==> src/rtl/stream_arb_mux.sv <==
// N:1 stream multiplexer with burst-locked arbitration (round-robin or fixed priority)
// and a single registered output stage that supports simultaneous drain and load.
module stream_arb_mux #(
  parameter int WIDTH = 32,
  parameter int SELW  = 3,
  parameter bit RR    = 1'b1
) (
  input  logic                          clk,
  input  logic                          rst_n,
  input  logic [(2**SELW)*WIDTH-1:0]    in_data,
  input  logic [(2**SELW)-1:0]          in_valid,
  input  logic [(2**SELW)-1:0]          in_last,
  output logic [(2**SELW)-1:0]          in_ready,
  output logic [WIDTH-1:0]              out_data,
  output logic                          out_valid,
  output logic                          out_last,
  output logic [SELW-1:0]               out_sel,
  input  logic                          out_ready
);

  localparam int NCH = 2**SELW;

  typedef enum logic {IDLE, LOCKED} state_t;

  state_t           r_state, w_state_nxt;
  logic [SELW-1:0]  r_grant, w_grant_nxt;
  logic [SELW-1:0]  r_ptr, w_ptr_nxt;
  logic [SELW-1:0]  w_win, w_idx, w_sel, w_sel_inc;
  logic             w_found, w_can_load, w_elig, w_xfer;
  logic [WIDTH-1:0] w_mux_data;

  logic [WIDTH-1:0] r_out_data;
  logic             r_out_valid;
  logic             r_out_last;
  logic [SELW-1:0]  r_out_sel;

  // Scan from the pointer upward; SELW-bit addition gives the wrap NCH-1 -> 0.
  always_comb begin
    w_win   = '0;
    w_found = 1'b0;
    w_idx   = '0;
    for (int unsigned i = 0; i < NCH; i++) begin
      w_idx = r_ptr + SELW'(i);
      if (!w_found && in_valid[w_idx]) begin
        w_found = 1'b1;
        w_win   = w_idx;
      end
    end
  end

  always_comb begin
    w_can_load  = !r_out_valid || out_ready;
    w_sel       = (r_state == LOCKED) ? r_grant : w_win;
    w_elig      = (r_state == LOCKED) || w_found;
    w_sel_inc   = w_sel + 1'b1;
    w_mux_data  = in_data[w_sel*WIDTH +: WIDTH];

    // Gated by rst_n so no channel is accepted while reset is held.
    in_ready = '0;
    if (rst_n && w_elig && w_can_load) begin
      in_ready[w_sel] = 1'b1;
    end
    w_xfer = in_valid[w_sel] && in_ready[w_sel];

    w_state_nxt = r_state;
    w_grant_nxt = r_grant;
    w_ptr_nxt   = r_ptr;
    if (w_xfer) begin
      if (in_last[w_sel]) begin
        w_state_nxt = IDLE;
        if (RR) begin
          w_ptr_nxt = w_sel_inc;
        end
      end else begin
        w_state_nxt = LOCKED;
        w_grant_nxt = w_sel;
      end
    end
  end

  always_ff @(posedge clk or negedge rst_n) begin
    if (!rst_n) begin
      r_state     <= IDLE;
      r_grant     <= '0;
      r_ptr       <= '0;
      r_out_data  <= '0;
      r_out_valid <= 1'b0;
      r_out_last  <= 1'b0;
      r_out_sel   <= '0;
    end else begin
      r_state <= w_state_nxt;
      r_grant <= w_grant_nxt;
      r_ptr   <= w_ptr_nxt;
      if (w_xfer) begin
        r_out_data  <= w_mux_data;
        r_out_valid <= 1'b1;
        r_out_last  <= in_last[w_sel];
        r_out_sel   <= w_sel;
      end else if (out_ready) begin
        r_out_valid <= 1'b0;
      end
    end
  end

  assign out_data  = r_out_data;
  assign out_valid = r_out_valid;
  assign out_last  = r_out_last;
  assign out_sel   = r_out_sel;

endmodule

==> config.mk <==
export PLATFORM = sky130hd
export DESIGN_NAME = stream_arb_mux
export DESIGN_NICKNAME = d
export VERILOG_FILES = /design/src/rtl/stream_arb_mux.sv
export SDC_FILE = /design/constraint.sdc
export NUM_CORES = 1
export LEC_CHECK = 0
export ABC_CLOCK_PERIOD_IN_PS = 13000
export CAP_MARGIN = 10
export CORE_AREA = 2 2 123 125
export DETAILED_ROUTE_END_ITERATION = 8
export DIE_AREA = 0 0 125 127
export PLACE_DENSITY = 0.83
export SYNTH_ARGS = -nofsm -noshare
export SYNTH_HDL_FRONTEND = slang
export SYNTH_SLANG_ARGS = --single-unit
==> constraint.sdc <==
create_clock -name clk -period 13 [get_ports clk]
set_input_delay 3.25 -clock clk [delete_from_list [all_inputs] [get_ports clk]]
set_output_delay 3.25 -clock clk [all_outputs]
set_load 0.03 [all_outputs]
==> metrics, run 1 <==
slowest stage cell, crit path=clkdlybuf4s50_1; Post CTS Setup Buffer Count=0; DR WL/cell=19.3 um; Remaining DRCs=0; Area contributors post-synth=mux2i_1 (27%), dfrtp_1 (21%), nand2_1 (10%), nand3_1 (7.0%), mux4_2 (5.1%); CP Capture Type=output pin; placed cell count=between 1000 and 1500; aggregate global routing overflow=0; pre-CTS setup slack=between 2 and 2.5 ns; CP cell instances=clkdlybuf4s50_1, mux4_2, mux2i_2, o21ai_0, a311o_1, o32a_4, nand2_2, buf_4, nand2_1, nor2_1, clkdlybuf4s50_1; max-cap violations=0; I/O pin cnt=320; post-synthesis sequential area ratio=0.207; worst r2r dst=out_sel[0]; Worst Hold End=out_sel[0]; P per Cell Area=281 nW/um^2; worst-case reg-to-reg path depth=14; Fillers=1323; unique cell type count in the Yosys netlist=64; hold_ws=0.486 ns; H-tree levels=2; area fraction in compound gates after synthesis=0.129; RD Place Congestion=0.914; CTS root buf=clkbuf_16; Mapped Nets=927; std cell rows=44; Hold Path Class=reg2reg; ys flop type=dfrtp_1; crit-path max cell delay=0.69 ns; number of global-route vias before repair=6166; outcome=finished, final reports clean; FF-to-FF setup slack=6.41 ns; Yosys top cell by area=mux2i_1; Synth Register Bits=44; Clock Sinks=44; crit-path most repeated cell=clkdlybuf4s50_1; Area growth syn-to-layout=64.3%; later-pin clock latency in the skew report=a little under 0.3 ns; simple-gate area share of the yosys netlist=0.245; adder-cell share of the synthesized area=0.00470; Fmax=around 92 MHz; max-slew violation count=0; Hold-fix buffers, CTS=0; # setup viols final=0; share of synthesized registers carrying an async set or reset=1.00; Starting Density=0.369; synth warn=0; CTS tree=built; WP data required=9.75 ns; Worst-path clk slew=0.06 ns; fraction of layout cells with a size suffix above 1=0.0633; RR Startpoint=r_ptr[0]; min cycle time layout=10.86 ns; Slew @ Worst Pin=slightly below 1 ns; total routed wirelength=21.5 mm; worst setup margin=roughly 2.1 ns; Antenna Violating Nets Remaining=0; Final period util=0.835; final hold vios=0; Max clock buf depth=2; Vias/cell=5.41; Worst setup SP type=input pin; RSZ-0062 raised after global routing=no; hold path startpoint=out_sel[0]; main combinational cell family by area after synthesis=multiplexers; Worst VDD drop=0.278 mV; Iteration-0 DRC Markers=289; GR Util All Layers=0.265; post-route non-filler standard cell count=1117; Cells on Worst Hold Path=1; largest net degree at the start of global routing=136; Slew headroom=0.356; Post-synth EDFFs=0; die area=15900 um^2; worst-path fanout max=36; Gate Count Post-Synth=650; Synth Area per Inst=8.19 um^2; die height=127 um; DP HPWL=17.0 mm; CP Class=in2out; area fraction of the dominant cell type after synthesis=0.274; first-pass GRT wire length=33.6 mm; die width=between 100 and 150 um; CP Data Arrival Time=7.61 ns; Cell Area, Synth=~5300 um^2; mux share of post-synthesis cell area=0.354; core area=approximately 14000 um^2; antenna violations before repair=0; Setup Total Neg Slack=0 ns; Net count, final=1208; XOR/XNOR share of the synthesized area=0.00658; number of buffers created by CTS=5; Via Count=6042; Leak=0.00339 uW; post_cts resized=0; Worst Clk Skew=between 0.008 and 0.009 ns; IO buf count=319; first drt pass iteration count=4
[critical path, delay by kind of cell]
kind	cells	cell delay (ns)
buffers and inverters	3	1.74
muxes	2	0.92
AOI/OAI and AO/OA	3	0.88
and+or+nand+nor	3	0.79
[synth_stat cells, types with 9 or more instances]
master    instances
mux2i_1         146
nand2_1         144
nand3_1          74
dfrtp_1          44
nor3_1           35
a31oi_1          34
clkbuf_1         18
nor2_1           17
buf_4            15
buf_2            14
mux4_2           12
o21ai_0           9
[flip-flops by register name, summed over array words and instances, names as in the netlist]
signal	count
r_grant	3
out_valid	1
out_sel	3
r_ptr	3
out_last	1
out_data	32
r_state	1
[worst max path at each step]
| stage | startpoint | to | slack, ns | depth (start not counted) |
|---|---|---|---|---|
| global placement | in_valid[5] | in_ready[2] | 2.27 | 11 |
| detailed placement | in_valid[0] | in_ready[2] | 2.14 | 11 |
| floorplan | in_valid[0] | in_ready[0] | 3.71 | 10 |
| finish | in_valid[5] | in_ready[2] | 2.14 | 11 |
| global route | in_valid[1] | in_ready[2] | 1.92 | 11 |
| CTS | in_valid[0] | in_ready[2] | 2.14 | 11 |
[cell families (layout without fill, tap and decap cells)]
family,count (synthesis),count (layout)
compound gates,79,79
simple gates,292,292
xor+xnor,4,4
buf+inv,58,340
other cells,0,1
fa+ha+maj,2,2
mux,171,171
flops,44,44
[through the flow]
step | power [uW] | area (um^2) | util
floorplan | 1770 | 5330 | -
global placement | 2300 | 8570 | 0.594
detailed placement | 2320 | 8570 | 0.594
CTS | 2470 | 8750 | 0.606
global route | 2650 | 8750 | 0.606
finish | 2460 | 8750 | 0.607
[layout by cell type, fill, tap and decap left out, types with 3 or more instances in the layout]
cell type / count
mux2i_1: 146
o21ai_0: 9
a22oi_1: 3
dfrtp_1: 44
nand2_1: 144
buf_4: 7
mux2_1: 5
a31oi_1: 34
a21oi_1: 3
nor3_1: 35
mux2_2: 6
nand2b_1: 6
nor2_1: 15
xnor2_1: 3
clkdlybuf4s50_1: 318
nand3_1: 74
mux4_2: 12
clkbuf_16: 5
inv_1: 4
[layout make-up]
type	count	area [um^2]	area share
clock buffer	5	125	0.0143
clock inverter	3	46.3	0.00529
inverter	5	18.8	0.00215
timing repair buffer	327	3260	0.373
multi-input combinational	548	3960	0.453
tap	184	230	0.0263
antenna	1	2.50	0.000286
sequential	44	1100	0.126
[layer usage]
layer  routed length, um  vias to the layer above  GRT usage  part of all wire
met5                   0                        -          0                 0
met4                 452                        0     0.0627             0.021
met3                1400                       28     0.0473             0.065
met2               10800                      276      0.463              0.50
met1                8940                     2799      0.341              0.41
li1                    -                     2939          -                 -
[report_power, final]
group,switching [uW],total [uW],internal [uW]
registers,71.7,282,211
logic,1190,2030,837
clock network,55.8,147,91.4
total,1320,2460,1140
Power figures use the tool's default switching activity.
==> run 2: changes to the inputs <==
==> config.mk (replaced) <==
export PLATFORM = sky130hd
export DESIGN_NAME = stream_arb_mux
export DESIGN_NICKNAME = d
export VERILOG_FILES = /design/src/rtl/stream_arb_mux.sv
export SDC_FILE = /design/constraint.sdc
export NUM_CORES = 1
export LEC_CHECK = 0
export ABC_CLOCK_PERIOD_IN_PS = 10700
export CAP_MARGIN = 10
export CORE_AREA = 2 2 124 126
export DETAILED_ROUTE_END_ITERATION = 8
export DIE_AREA = 0 0 126 128
export PLACE_DENSITY = 0.82
export SYNTH_ARGS = -nofsm -noshare
export SYNTH_HDL_FRONTEND = slang
export SYNTH_SLANG_ARGS = --single-unit
==> constraint.sdc (replaced) <==
create_clock -name clk -period 10.7 [get_ports clk]
set_input_delay 2.675 -clock clk [delete_from_list [all_inputs] [get_ports clk]]
set_output_delay 2.675 -clock clk [all_outputs]
set_load 0.03 [all_outputs]
==> metrics, run 2 (same netlist as run 1, synthesis figures left out) <==
Fmax=107 MHz; outcome=finished, final reports clean; CP cell instances=clkdlybuf4s50_1, mux4_2, mux2i_2, mux2_2, o32ai_1, a22oi_1, o31ai_4, buf_4, nor3_1, clkdlybuf4s50_1; fraction of layout cells with a size suffix above 1=0.0624 (-0.000939); Setup Total Neg Slack=0 ns (unchanged); Worst-path clk slew=0.06 ns (about the same); Comb pwr share=0.834 (+0.009); Sw Share=0.543 (+0.00585); max FFs per register=32 (unchanged); first drt pass iteration count=5 (+1); crit-path most repeated cell=clkdlybuf4s50_1; Clock Sinks=44 (unchanged); die width=126 um (+0.80%); Slew @ Worst Pin=1.01 ns (+0.0419 ns); Hold Path Class=reg2reg; Worst VDD drop=0.182 mV (-35%); sw power=1600 uW (+21%); CP Capture Type=output pin; DR WL/cell=19.2 um (-0.37%); Max clock buf depth=2 (unchanged); Leak=0.00337 uW (-0.49%); DP HPWL=16.5 mm (-2.8%); max-slew violation count=0 (unchanged); RSZ-0062 raised after global routing=no; Iteration-0 DRC Markers=216 (-25%); # setup viols final=0 (unchanged); clock share of power=0.049 (-0.011); min cycle time layout=9.34 ns; aggregate global routing overflow=0 (unchanged); WP data required=8.03 ns (-1.72 ns); die area=16100 um^2 (+1.6%); post-route non-filler standard cell count=1119 (+0.18%); Placement Cell Area=8570 um^2 (unchanged); core area=14900 um^2 (+3.1%); number of buffers created by CTS=5 (unchanged); design area=8700 um^2 (-0.53%); Area growth syn-to-layout=63.4%; GR Util All Layers=0.262 (-0.00228); Worst Clk Skew=0.00344 ns (-0.00528 ns); Reg power frac=0.117 (+0.002); crit-path max cell delay=0.63 ns (-0.06 ns); post_cts resized=0 (unchanged); total routed wirelength=21.5 mm (-0.19%); final hold vios=0 (unchanged); Post CTS Setup Buffer Count=0 (unchanged); later-pin clock latency in the skew report=0.28 ns (about the same); commonest non-fill, non-tap cell in the layout=clkdlybuf4s50_1; CTS root buf=clkbuf_16; Slew headroom=0.328 (-0.0279); antenna violations before repair=1 (+1); cell-internal power=1350 uW (+18%); first-pass GRT wire length=33.5 mm (-0.29%); std cell rows=45 (+2.3%); Net count, final=1209 (+0.083%); Antenna Violating Nets Remaining=0 (unchanged); CP Data Arrival Time=6.67 ns (-0.94 ns); H-tree levels=2 (unchanged); Via Count=6042 (unchanged); Vias/cell=5.40 (-0.18%); slowest stage cell, crit path=clkdlybuf4s50_1; IO buf count=319 (unchanged); CTS tree=built; placed cell count=1113 (+0.45%); Final period util=0.873; CP Class=in2out; Remaining DRCs=0 (unchanged); die height=128 um (+0.79%); Hold-fix buffers, CTS=0 (unchanged); RD Place Congestion=0.891 (-2.6%); P per Cell Area=339 nW/um^2 (+21%); Worst setup SP type=input pin; number of global-route vias before repair=6257 (+1.5%); max-cap violations=0 (unchanged); leading cell types in the layout, fill and taps excluded=clkdlybuf4s50_1 (318), mux2i_1 (146), nand2_1 (144); Starting Density=0.358 (-0.0109); I/O pin cnt=320 (unchanged); worst-path fanout max=39 (+8.3%); largest net degree at the start of global routing=70 (-49%)
[run 2: path summary, 6_finish.rpt]
check	start	endpoint	slack (ns)	cells past startpoint
worst max register to register	r_ptr[0]	out_sel[1]	4.15	14
worst max-delay path	in_valid[2]	in_ready[5]	1.36	10
min in group asynchronous	rst_n	out_sel[0]	2.48	2
worst min register to register	out_sel[0]	out_sel[0]	0.50	1
worst min-delay path	out_sel[0]	out_sel[0]	0.50	1
max in group asynchronous	rst_n	out_data[24]	7.77	2
[run 2: per-stage QoR]
| step | worst slack (ns) | power, uW | hold slack (ns) | util |
|---|---|---|---|---|
| 3_5_place_dp | 1.36 | 2810 | 0.482 | 0.577 |
| 6_report | 1.36 | 2950 | 0.496 | 0.585 |
| 5_1_grt | 1.15 | 3190 | 0.517 | 0.585 |
| 4_1_cts | 1.38 | 2960 | 0.498 | 0.585 |
| 3_3_place_gp | 1.42 | 2790 | 0.467 | 0.577 |
| 2_1_floorplan | 2.56 | 2160 | 0.465 | - |
[run 2: worst max-delay path, delay by kind of cell]
kind	cells	cell delay (ns)
AO/OA/AOI/OAI	3	0.78
AND/OR/NAND/NOR	1	0.15
buffers and inverters	3	1.75
multiplexers	3	1.31
[run 2: metal layers]
layer  track usage  share of wire  vias up
met1         0.306           0.39     2821
met5             0              0        -
li1              -              -     2942
met3        0.0538          0.063       41
met2         0.472           0.51      238
met4         0.101          0.035        0
[run 2: cell type report]
type                            count  area (um^2)
Antenna cell                        1         2.50
Clock buffer                        5          125
Fill cell                        1368         6160
Inverter                            5         18.8
Multi-Input combinational cell    548         3960
Sequential cell                    44         1100
Tap cell                          188          235
Timing Repair Buffer              328         3260
[run 2: power by group through the flow]
stage | Combinational, uW | Clock, uW | Sequential (uW)
final | 2460 | 144 | 344
after global routing | 2670 | 156 | 359
after CTS | 2470 | 147 | 343
after detailed placement | 2460 | 0 | 346
after global placement | 2440 | 0 | 342
after floorplan | 1720 | 0 | 435
==> run 3: changes to the inputs <==
--- a/config.mk
+++ b/config.mk
@@ -10,6 +10,7 @@
 export CORE_AREA = 2 2 124 126
 export DETAILED_ROUTE_END_ITERATION = 8
 export DIE_AREA = 0 0 126 128
+export HOLD_SLACK_MARGIN = 0.15
 export PLACE_DENSITY = 0.82
 export SYNTH_ARGS = -nofsm -noshare
 export SYNTH_HDL_FRONTEND = slang
==> results of run 3 <==
Final layout, timing and power as in run 2 (identical DEF).
